===== src/rtl/mmcm_drp_rmw_pkg.sv =====
// Shared definitions for the MMCM DRP read-modify-write sequencer:
// state encoding and the stale-lock guard length.
package mmcm_drp_rmw_pkg;

   typedef enum logic [2:0] {
      ST_IDLE,
      ST_RD_ISSUE,
      ST_RD_WAIT,
      ST_MODIFY,
      ST_WR_ISSUE,
      ST_WR_WAIT,
      ST_LOCK_WAIT
   } state_e;

   // LOCKED is ignored for this many cycles after MMCM reset release.
   localparam int unsigned LOCK_GUARD = 4;

endpackage


===== src/rtl/mmcm_drp_rmw.sv =====
// MMCM DRP sequencer: one read or masked read-modify-write per request, holds
// the MMCM in reset across a reconfiguration and waits for LOCKED after the last write.
module mmcm_drp_rmw #(
   parameter int pTIMEOUT_W      = 10,
   parameter int pLOCK_TIMEOUT_W = 16
) (
   input  logic        clk_usb,
   input  logic        reset_i,
   input  logic        req_valid,
   output logic        req_ready,
   input  logic        req_we,
   input  logic        req_last,
   input  logic [6:0]  req_addr,
   input  logic [15:0] req_din,
   input  logic [15:0] req_mask,
   output logic        rsp_valid,
   output logic [15:0] rsp_dout,
   output logic        rsp_timeout,
   output logic        busy,
   output logic [6:0]  drp_addr,
   output logic        drp_den,
   output logic        drp_dwe,
   output logic [15:0] drp_din,
   input  logic [15:0] drp_dout,
   input  logic        drp_drdy,
   output logic        mmcm_rst,
   input  logic        mmcm_locked
);
   import mmcm_drp_rmw_pkg::*;

   localparam int CW = (pLOCK_TIMEOUT_W > pTIMEOUT_W) ? pLOCK_TIMEOUT_W : pTIMEOUT_W;
   localparam logic [CW-1:0] RD_MAX   = CW'((64'd1 << pTIMEOUT_W) - 64'd1);
   localparam logic [CW-1:0] LOCK_MAX = CW'((64'd1 << pLOCK_TIMEOUT_W) - 64'd1);
   localparam logic [CW-1:0] GUARD    = CW'(LOCK_GUARD);

   state_e         state_q, state_d;
   logic [6:0]     addr_q, addr_d;
   logic [15:0]    din_q, din_d;
   logic [15:0]    mask_q, mask_d;
   logic           we_q, we_d;
   logic           last_q, last_d;
   logic [15:0]    drp_din_q, drp_din_d;
   logic [15:0]    rsp_dout_q, rsp_dout_d;
   logic           rsp_valid_q, rsp_valid_d;
   logic           rsp_timeout_q, rsp_timeout_d;
   logic           mmcm_rst_q, mmcm_rst_d;
   logic [CW-1:0]  cnt_q, cnt_d;

   // NOTE: state registers use non-blocking assignments so every flop samples
   // the pre-edge value of its neighbours, independent of statement order.
   always_ff @(posedge clk_usb or posedge reset_i) begin
      if (reset_i) begin
         state_q       <= ST_IDLE;
         addr_q        <= '0;
         din_q         <= '0;
         mask_q        <= '0;
         we_q          <= 1'b0;
         last_q        <= 1'b0;
         drp_din_q     <= '0;
         rsp_dout_q    <= '0;
         rsp_valid_q   <= 1'b0;
         rsp_timeout_q <= 1'b0;
         mmcm_rst_q    <= 1'b0;
         cnt_q         <= '0;
      end else begin
         state_q       <= state_d;
         addr_q        <= addr_d;
         din_q         <= din_d;
         mask_q        <= mask_d;
         we_q          <= we_d;
         last_q        <= last_d;
         drp_din_q     <= drp_din_d;
         rsp_dout_q    <= rsp_dout_d;
         rsp_valid_q   <= rsp_valid_d;
         rsp_timeout_q <= rsp_timeout_d;
         mmcm_rst_q    <= mmcm_rst_d;
         cnt_q         <= cnt_d;
      end
   end

   // NOTE: every signal gets a default before the case so no path infers a latch.
   always_comb begin
      state_d       = state_q;
      addr_d        = addr_q;
      din_d         = din_q;
      mask_d        = mask_q;
      we_d          = we_q;
      last_d        = last_q;
      drp_din_d     = drp_din_q;
      rsp_dout_d    = rsp_dout_q;
      rsp_valid_d   = 1'b0;
      rsp_timeout_d = rsp_timeout_q;
      mmcm_rst_d    = mmcm_rst_q;
      cnt_d         = cnt_q + CW'(1);

      case (state_q)
         ST_IDLE: begin
            if (req_valid) begin
               addr_d        = req_addr;
               din_d         = req_din;
               mask_d        = req_mask;
               we_d          = req_we;
               last_d        = req_last;
               rsp_timeout_d = 1'b0;
               if (req_we) mmcm_rst_d = 1'b1;
               if (req_we && (req_mask == 16'h0000)) begin
                  drp_din_d = req_din;
                  state_d   = ST_WR_ISSUE;
               end else begin
                  state_d   = ST_RD_ISSUE;
               end
            end
         end
         ST_RD_ISSUE: begin
            cnt_d   = '0;
            state_d = ST_RD_WAIT;
         end
         ST_RD_WAIT: begin
            if (drp_drdy) begin
               if (we_q) begin
                  // drp_din is idle during the read phase, so it parks the old value.
                  drp_din_d = drp_dout;
                  state_d   = ST_MODIFY;
               end else begin
                  rsp_dout_d  = drp_dout;
                  rsp_valid_d = 1'b1;
                  state_d     = ST_IDLE;
               end
            end else if (cnt_q == RD_MAX) begin
               rsp_timeout_d = 1'b1;
               rsp_valid_d   = 1'b1;
               mmcm_rst_d    = 1'b0;
               state_d       = ST_IDLE;
            end
         end
         ST_MODIFY: begin
            drp_din_d = (drp_din_q & mask_q) | (din_q & ~mask_q);
            state_d   = ST_WR_ISSUE;
         end
         ST_WR_ISSUE: begin
            cnt_d   = '0;
            state_d = ST_WR_WAIT;
         end
         ST_WR_WAIT: begin
            if (drp_drdy) begin
               rsp_dout_d = drp_din_q;
               if (last_q) begin
                  cnt_d      = '0;
                  mmcm_rst_d = 1'b0;
                  state_d    = ST_LOCK_WAIT;
               end else begin
                  rsp_valid_d = 1'b1;
                  state_d     = ST_IDLE;
               end
            end else if (cnt_q == RD_MAX) begin
               rsp_timeout_d = 1'b1;
               rsp_valid_d   = 1'b1;
               mmcm_rst_d    = 1'b0;
               state_d       = ST_IDLE;
            end
         end
         ST_LOCK_WAIT: begin
            if (mmcm_locked && (cnt_q >= GUARD)) begin
               rsp_valid_d = 1'b1;
               state_d     = ST_IDLE;
            end else if (cnt_q == LOCK_MAX) begin
               rsp_timeout_d = 1'b1;
               rsp_valid_d   = 1'b1;
               state_d       = ST_IDLE;
            end
         end
         default: state_d = ST_IDLE;
      endcase
   end

   assign req_ready   = (state_q == ST_IDLE);
   assign busy        = ~req_ready;
   assign drp_den     = (state_q == ST_RD_ISSUE) || (state_q == ST_WR_ISSUE);
   assign drp_dwe     = (state_q == ST_WR_ISSUE);
   assign drp_addr    = addr_q;
   assign drp_din     = drp_din_q;
   assign rsp_valid   = rsp_valid_q;
   assign rsp_dout    = rsp_dout_q;
   assign rsp_timeout = rsp_timeout_q;
   assign mmcm_rst    = mmcm_rst_q;

endmodule


===== config.mk =====
export PLATFORM = sky130hd
export DESIGN_NAME = mmcm_drp_rmw
export DESIGN_NICKNAME = d
export VERILOG_FILES = /design/src/rtl/mmcm_drp_rmw_pkg.sv /design/src/rtl/mmcm_drp_rmw.sv
export SDC_FILE = /design/constraint.sdc
export NUM_CORES = 1
export LEC_CHECK = 0
export ABC_AREA = 1
export ABC_CLOCK_PERIOD_IN_PS = 4800
export CAP_MARGIN = 10
export CORE_MARGIN = 3
export CORE_UTILIZATION = 35
export CTS_CLUSTER_SIZE = 8
export DETAILED_ROUTE_END_ITERATION = 10
export DONT_BUFFER_PORTS = 1
export PLACE_DENSITY_LB_ADDON = 0.2
export SYNTH_ARGS = -nofsm -noshare
export SYNTH_HDL_FRONTEND = slang
export SYNTH_SLANG_ARGS = --single-unit

===== constraint.sdc =====
create_clock -name clk_usb -period 4.8 [get_ports clk_usb]
set_input_delay 0.72 -clock clk_usb [delete_from_list [all_inputs] [get_ports clk_usb]]
set_output_delay 0.72 -clock clk_usb [all_outputs]
set_load 0.1 [all_outputs]

==> impl_metrics.tcl, run 1 <==
set metrics [dict create \
    outcome "finished clean" \
    die_area_sq_mm 0.0154 \
    grt-ovfl-total 0 \
    yosysTopAreaCellShare_pct 48.7 \
    die_w_um 124 \
    grt_pass1_wl_um 20000 \
    crit_path_cell_trace "inv_1 -> nand2_2 -> inv_2 -> nand2_2 -> buf_4 -> mux2_4" \
    avgSynthCellArea_sq_um 8.32 \
    fin_crit_ns 3.36 \
    final.setup.tns_ns 0 \
    syn_area_sq_mm 0.00488 \
    ctsHtreeMaxLevel 3 \
    antenna_found_initial 0 \
    setup_viol 0 \
    start_util_pct 36.3 \
    ios 108 \
    holdBufCountCts 0 \
    arrival_ns 3.59 \
    hold_viol_final 0 \
    final_cell_mix "nand2_1, dfrtp_1, nor2_1, inv_1, a21oi_1" \
    place_congestion 0.858 \
    clkTransAtPathRegs_ns 0.07 \
    cts_tree "built" \
    end_kind "register" \
    drive_gt1_share_pct 10.6 \
    die_h_um 124 \
    netlist_instances 586 \
    final_common_cell "nand2_1" \
    worst_path_most_repeated_cell "nand2_2" \
    drtIter0Drc 306 \
    dr.pass1.iters 5 \
    cts_root_buf "clkbuf_16" \
    max_stage_delay_ns 0.95 \
    fp.coreArea_sq_mm 0.0135 \
    finalCritPeriodShare_pct 70.1 \
    synth_seq_area_share_pct 48.7 \
    hp-class "in -> async" \
    clockBufferDepth 2 \
    ys_types 35 \
    startpoint_type "register" \
    via_per_inst 5.04 \
    vias 3822 \
    fmax_ghz 0.297 \
    yosys_warnings 0 \
    drc 0 \
    wl_per_cell_um 16.6 \
    nNetsFinal 642 \
    wirelength_um 12600 \
    cap_violations 0 \
    cts_setup_buffers 0 \
    crit_family "simple AND/OR/NAND/NOR gates" \
    clock_latency_ns 0.34 \
    skew_ns 0.00835 \
    synth_top_cell_by_area "dfrtp_1" \
    grt_max_degree 67 \
    final_max_slew_viol_count 0 \
    cp_slowest_cell "dfrtp_1" \
    worstMarginPinSlew_ns 1.02 \
    grt_usage_pct 16.9 \
    ys_top_cells_by_area "dfrtp_1, nand2_1, nor2_1" \
    synthToLayoutAreaGrowth_pct 8.18 \
    cts_resized 0 \
    syn_nets 650 \
    relSlewSlack_pct 32.1 \
    path_buf_inv 3 \
    hpwl_um 9290 \
    cts.sink_count 95 \
    critPathMaxFanout 26 \
    postRouteAntennaNets 0 \
    numCtsBuffers 9 \
    synth-seq-cells 95 \
    port_buffers 0 \
    rows 42 \
    crit_type "reg -> reg" \
    rsz0062_at_grt "no" \
    worstPathRequired_ns 5.03 \
    diodes 0 \
    grt_pass1_vias 3651 \
]
[cell usage after synthesis, drive strengths merged]
cell	instances
a31oi	16
o21bai	1
mux2i	16
nand3	36
a21oi	43
nor3	5
nand2	133
nor2	83
ha	2
o21ai	48
xnor2	1
inv	55
mux2	17
o211ai	1
o21a	1
nand4	2
dfrtp	95
buf	20
nor3b	2
clkbuf	4
a31o	1
xor2	4
[flip-flops by register name (all words and copies together) (netlist names)]
name / flops
cnt_q: 16
rsp_dout: 16
drp_addr: 7
mmcm_rst: 1
state_q: 3
we_q: 1
drp_din: 16
rsp_valid: 1
last_q: 1
mask_q: 16
din_q: 16
rsp_timeout: 1
[logic make-up (layout without fill, tap and decap cells)]
kind of cell,count (synthesis),count (layout),synth area share (%)
AOI/OAI and AO/OA,111,111,12.6
xor gates and xnor gates,5,5,0.898
adders and majority gates,2,2,0.513
buffers and inverters,79,76,7.51
DFF,95,95,48.7
muxes,33,33,7.28
and+or+nand+nor,261,261,22.4
[worst paths after layout]
path	start	to	slack (ns)	cells past startpoint
setup / recovery	state_q[1]	we_q	1.44	6
hold / removal	reset_i	mask_q[14]	0.41	1
setup reg to reg	state_q[1]	we_q	1.44	6
hold reg to reg	cnt_q[0]	cnt_q[0]	0.50	1
max in group asynchronous	reset_i	cnt_q[2]	3.48	2
min in group clk_usb	cnt_q[0]	cnt_q[0]	0.50	1
[metal layers]
metal | vias to the layer above | GRT usage (%) | routed length, um
met2 | 102 | 23.6 | 5380
met4 | 0 | 5.75 | 267
met1 | 1803 | 24.1 | 5770
met3 | 18 | 5.90 | 1150
li1 | 1899 | - | -
met5 | - | 0 | 0
[layout make-up]
type	instances	area, sq um
Inverter	55	209
Tap cell	176	220
Fill cell	1424	8180
Clock inverter	6	67.6
Multi-Input combinational cell	412	2140
Sequential cell	95	2380
Timing Repair Buffer	5	37.5
Clock buffer	10	229
[stage by stage]
step           instance area [sq um]  util, %  hold WS (ns)  setup WS (ns)  cells
2_1_floorplan                   4880        -         0.455           1.60    586
4_1_cts                         5280     39.2         0.447           1.43    759
3_3_place_gp                    4980     37.0         0.477           1.49    743
3_5_place_dp                    4980     37.0         0.483           1.42    743
6_report                        5280     39.2         0.410           1.44    759
5_1_grt                         5280     39.2         0.475           1.22    759
Power of run 1 is left out: the tool's default activity adds up to more than one toggle a clock period on the data nets, which glitch-free logic cannot reach.
==> inputs of run 2 (changes only) <==
--- a/config.mk
+++ b/config.mk
@@ -6,7 +6,7 @@
 export NUM_CORES = 1
 export LEC_CHECK = 0
 export ABC_AREA = 1
-export ABC_CLOCK_PERIOD_IN_PS = 4800
+export ABC_CLOCK_PERIOD_IN_PS = 3000
 export CAP_MARGIN = 10
 export CORE_MARGIN = 3
 export CORE_UTILIZATION = 35
==> constraint.sdc (replaced) <==
create_clock -name clk_usb -period 3 [get_ports clk_usb]
set_input_delay 0.45 -clock clk_usb [delete_from_list [all_inputs] [get_ports clk_usb]]
set_output_delay 0.45 -clock clk_usb [all_outputs]
set_load 0.1 [all_outputs]
==> run 2 against run 1 <==
Against the previous run: die area is the same; critical path type unchanged; clock-buffer cell count did not move; the run now ends with negative hold slack left; register-to-register slack worse by 0.79 ns; sequential cell count unchanged.
==> impl_metrics.tcl, run 2 (synthesis gave the netlist of run 1 again) <==
set metrics [dict create \
    grt-ovfl-total 0 \
    worstPathRequired_ns 3.22 \
    ctsHtreeMaxLevel 3 \
    drtIter0Drc 350 \
    top_usage_layer "met2" \
    start_util_pct 36.3 \
    violations "negative hold slack" \
    numCtsBuffers 9 \
    cts_root_buf "clkbuf_16" \
    grt_usage_pct 17.5 \
    max_stage_delay_ns 0.55 \
    r2r_end "drp_din[13]" \
    reg2reg_depth 8 \
    worstMarginPinSlew_ns 0.970 \
    setup_viol 0 \
    synthToLayoutAreaGrowth_pct 11.6 \
    arrival_ns 2.57 \
    crit_type "reg -> reg" \
    clkTransAtPathRegs_ns 0.06 \
    rsz0062_at_grt "no" \
    clockBufferDepth 2 \
    wirelength_um 13000 \
    outcome "finished, violations left" \
    postRouteAntennaNets 0 \
    cp_slowest_cell "nand3_2" \
    crit_cells 8 \
    critPathLaunch "state_q[2]" \
    via_per_inst 4.99 \
    critPathMaxFanout 32 \
    crit_path_cell_trace "nor2_2 -> buf_4 -> nand2_2 -> a21oi_2 -> nor3_2 -> nand3_2 -> nand2_1 -> o21ai_2" \
    final.setup.tns_ns 0 \
    grt_pass1_vias 3681 \
    final_common_cell "nand2_1" \
    cts_setup_buffers 0 \
    met1_usage_pct 24.0 \
    relSlewSlack_pct 35.3 \
    fin_crit_ns 2.35 \
    hold_ws_ns -0.00191 \
    final_max_slew_viol_count 0 \
    antenna_found_initial 0 \
    place_congestion 0.884 \
    cts_resized 0 \
    grt_max_degree 61 \
    final_cell_mix "nand2_1, dfrtp_1, nor2_1, inv_1, a21oi_1" \
    setup_slack_ns 0.646 \
    hold_viol_final 5 \
    dr.pass1.iters 5 \
    skew_ns 0.00855 \
    clock_latency_ns 0.35 \
    regToRegSetupSlack_ns 0.65 \
    drc 0 \
    grt_util_met3_pct 5.59 \
    path_buf_inv 1 \
    hp-class "in -> async" \
    grt_pass1_wl_um 20300 \
    cts_tree "built" \
    diodes 0 \
    crit_end "drp_din[13]" \
    startpoint_type "register" \
    vias 3881 \
    die_area_sq_mm 0.0154 \
    crit_family "simple AND/OR/NAND/NOR gates" \
    die_h_um 124 \
    dpl_worst_slack_ns 0.637 \
    drive_gt1_share_pct 13.5 \
    holdBufCountCts 0 \
    finalCritPeriodShare_pct 78.5 \
    fp.coreArea_sq_mm 0.0135 \
    grtUsageMet2_pct 25.5 \
    cap_violations 0 \
    port_buffers 0 \
    wl_per_cell_um 16.7 \
    ios 108 \
    hpwl_um 9700 \
    die_w_um 124 \
    nNetsFinal 662 \
    cts.sink_count 95 \
    rows 42 \
    fmax_ghz 0.425 \
    end_kind "register" \
    rr_startpoint "state_q[2]" \
]
run 2: changes by cell type in the layout (fill, tap and decap cells not counted), sizes merged:
cell      before  now
clkinvlp       2    1
clkinv         1    2
buf            5   25
inv           57   55
run 2: per-layer routing:
| layer | vias to the layer above | part of all wire [%] | wire, um |
|---|---|---|---|
| met5 | - | 0 | 0 |
| met4 | 0 | 1.9 | 242 |
| met3 | 15 | 7.8 | 1010 |
| met2 | 112 | 44 | 5710 |
| met1 | 1811 | 46 | 6000 |
| li1 | 1943 | - | - |
run 2: how the worst min path moves through the flow:
stage,to,startpoint,slack (ns),cells after the start
3_3_place_gp,cnt_q[0],reset_i,0.38,1
3_5_place_dp,cnt_q[1],reset_i,0.39,1
2_1_floorplan,cnt_q[0],cnt_q[0],0.45,1
6_report,cnt_q[2],reset_i,-0.002,1
4_1_cts,cnt_q[2],reset_i,0.01,1
5_1_grt,cnt_q[3],reset_i,0.03,1
run 2: stage by stage:
stage,instance area (sq um),utilization [%],cells
2_1_floorplan,4880,-,586
3_3_place_gp,5160,38.3,763
3_5_place_dp,5160,38.3,763
4_1_cts,5440,40.5,777
5_1_grt,5440,40.5,777
6_report,5440,40.5,777
run 2: cell type report:
class                      count  area (sq um)
multi-input combinational    412          2140
timing repair buffer          25           213
clock buffer                  10           239
fill                        1398          8010
inverter                      55           209
tap                          176           220
clock inverter                 4          47.5
sequential                    95          2380
Power of run 2 is left out for the same reason.
==> inputs of run 3 (changes only) <==
--- a/config.mk
+++ b/config.mk
@@ -6,7 +6,7 @@
 export NUM_CORES = 1
 export LEC_CHECK = 0
 export ABC_AREA = 1
-export ABC_CLOCK_PERIOD_IN_PS = 3000
+export ABC_CLOCK_PERIOD_IN_PS = 2050
 export CAP_MARGIN = 10
 export CORE_MARGIN = 3
 export CORE_UTILIZATION = 35
==> constraint.sdc (replaced) <==
create_clock -name clk_usb -period 2.05 [get_ports clk_usb]
set_input_delay 0.3075 -clock clk_usb [delete_from_list [all_inputs] [get_ports clk_usb]]
set_output_delay 0.3075 -clock clk_usb [all_outputs]
set_load 0.1 [all_outputs]
==> run 3 against run 2 <==
Against the previous run: via count up 1.4%; clock skew down 0.0025 ns; global-route usage grew 0.32 points; wire length up 0.19%; cell count is 3.7% higher; core utilization up 1.8 points; first-iteration DRC count shrank 11%; worst setup slack worse by 0.50 ns; sequential share of layout area down 1.8 points; largest cell class unchanged; worst hold slack worse by 0.039 ns; the flow still finishes with violations (negative hold slack).
==> impl_metrics.tcl, run 3 (synthesis gave the netlist of run 1 again) <==
set metrics [dict create \
    outcome "finished, violations left" \
    violations "negative hold slack" \
    critPathMaxFanout 10 \
    nNetsFinal 689 \
    antenna_found_initial 0 \
    cts_tree "built" \
    grt_pass1_wl_um 20700 \
    clockBufferDepth 2 \
    via_per_inst 4.88 \
    startpoint_type "register" \
    grt-ovfl-total 0 \
    die_h_um 124 \
    clkTransAtPathRegs_ns 0.06 \
    hp-class "in -> async" \
    final_max_slew_viol_count 0 \
    relSlewSlack_pct 39.6 \
    drive_gt1_share_pct 17.3 \
    hold_viol_final 38 \
    arrival_ns 1.60 \
    utilization_pct 42.2 \
    final_cell_mix "nand2_1, dfrtp_1, nor2_1, inv_1, buf_4" \
    worstMarginPinSlew_ns 0.905 \
    drtIter0Drc 313 \
    cts_root_buf "clkbuf_16" \
    wirelength_um 13000 \
    dr.pass1.iters 5 \
    cts.sink_count 95 \
    setup_viol 0 \
    skew_ns 0.00601 \
    cts_setup_buffers 0 \
    numCtsBuffers 9 \
    finalCritPeriodShare_pct 92.9 \
    rsz0062_at_grt "no" \
    final_common_cell "nand2_1" \
    cts_resized 0 \
    clock_latency_ns 0.35 \
    start_util_pct 36.3 \
    grt_usage_pct 17.8 \
    place_congestion 0.858 \
    grt_max_degree 96 \
    hold_ws_ns -0.0410 \
    drc 0 \
    cap_violations 0 \
    port_buffers 0 \
    end_kind "output port" \
    grt_pass1_vias 3872 \
    final.setup.tns_ns 0 \
    regToRegSetupSlack_ns 0.32 \
    die_w_um 124 \
    synthToLayoutAreaGrowth_pct 16.4 \
    hpwl_um 9590 \
    wl_per_cell_um 16.1 \
    rows 42 \
    die_area_sq_mm 0.0154 \
    worstPathRequired_ns 1.74 \
    vias 3934 \
    crit_type "reg -> out" \
    holdBufCountCts 0 \
    diodes 0 \
    fp.coreArea_sq_mm 0.0135 \
    fin_crit_ns 1.91 \
    ios 108 \
    postRouteAntennaNets 0 \
    ctsHtreeMaxLevel 3 \
    fmax_ghz 0.525 \
]
-- run 3: changes by cell type in the layout (fill, tap and decap cells not counted), moves of 2 or more --
cell and delta:
buf_12 +2, buf_4 +25, clkinvlp_4 +2, inv_6 +2
-- run 3: layout make-up --
| cell class | instances | area, sq um |
|---|---|---|
| inverters | 55 | 215 |
| repair buffers | 52 | 440 |
| flip-flops and latches | 95 | 2380 |
| fillers | 1371 | 7770 |
| multi-input cells | 412 | 2140 |
| well taps | 176 | 220 |
| clock buffers | 12 | 256 |
| clock inverters | 4 | 28.8 |
-- run 3: final timing paths --
| check | startpoint | endpoint | depth (start not counted) |
|---|---|---|---|
| setup / recovery | state_q[1] | drp_den | 5 |
| hold / removal | reset_i | rsp_dout[9] | 2 |
| setup reg to reg | state_q[1] | cnt_q[9] | 9 |
| hold reg to reg | cnt_q[0] | cnt_q[0] | 1 |
| max in group asynchronous | reset_i | drp_addr[4] | 2 |
| min in group clk_usb | req_mask[0] | mask_q[0] | 1 |
-- run 3: layer usage --
metal  wire length [um]  global-route usage (%)  part of all wire, %  up-vias
met5                  0                       0                    0        -
met4                233                    5.95                  1.8        0
met3                772                    5.09                  5.9       17
met2               5770                    26.1                   44      106
met1               6210                    25.3                   48     1819
li1                   -                       -                    -     1992
-- run 3: worst max-delay path, stage by stage, from the launching register on --
cell	delay [ns]
dfrtp_1	0.39
buf_4	0.19
nor2_4	0.16
nand2_1	0.10
nand2_1	0.11
buf_4	0.30
-- run 3: metrics by stage --
step	instance area, sq um	std cells	hold WS [ns]	setup WS [ns]
after CTS	5680	806	0.00517	0.117
after global placement	5400	790	0.379	0.375
after detailed placement	5400	790	0.378	0.351
final	5680	806	-0.0410	0.145
after global routing	5680	806	0.0170	0.0438
after floorplan	4890	586	0.455	0.00335
Power of run 3 is left out for the same reason.
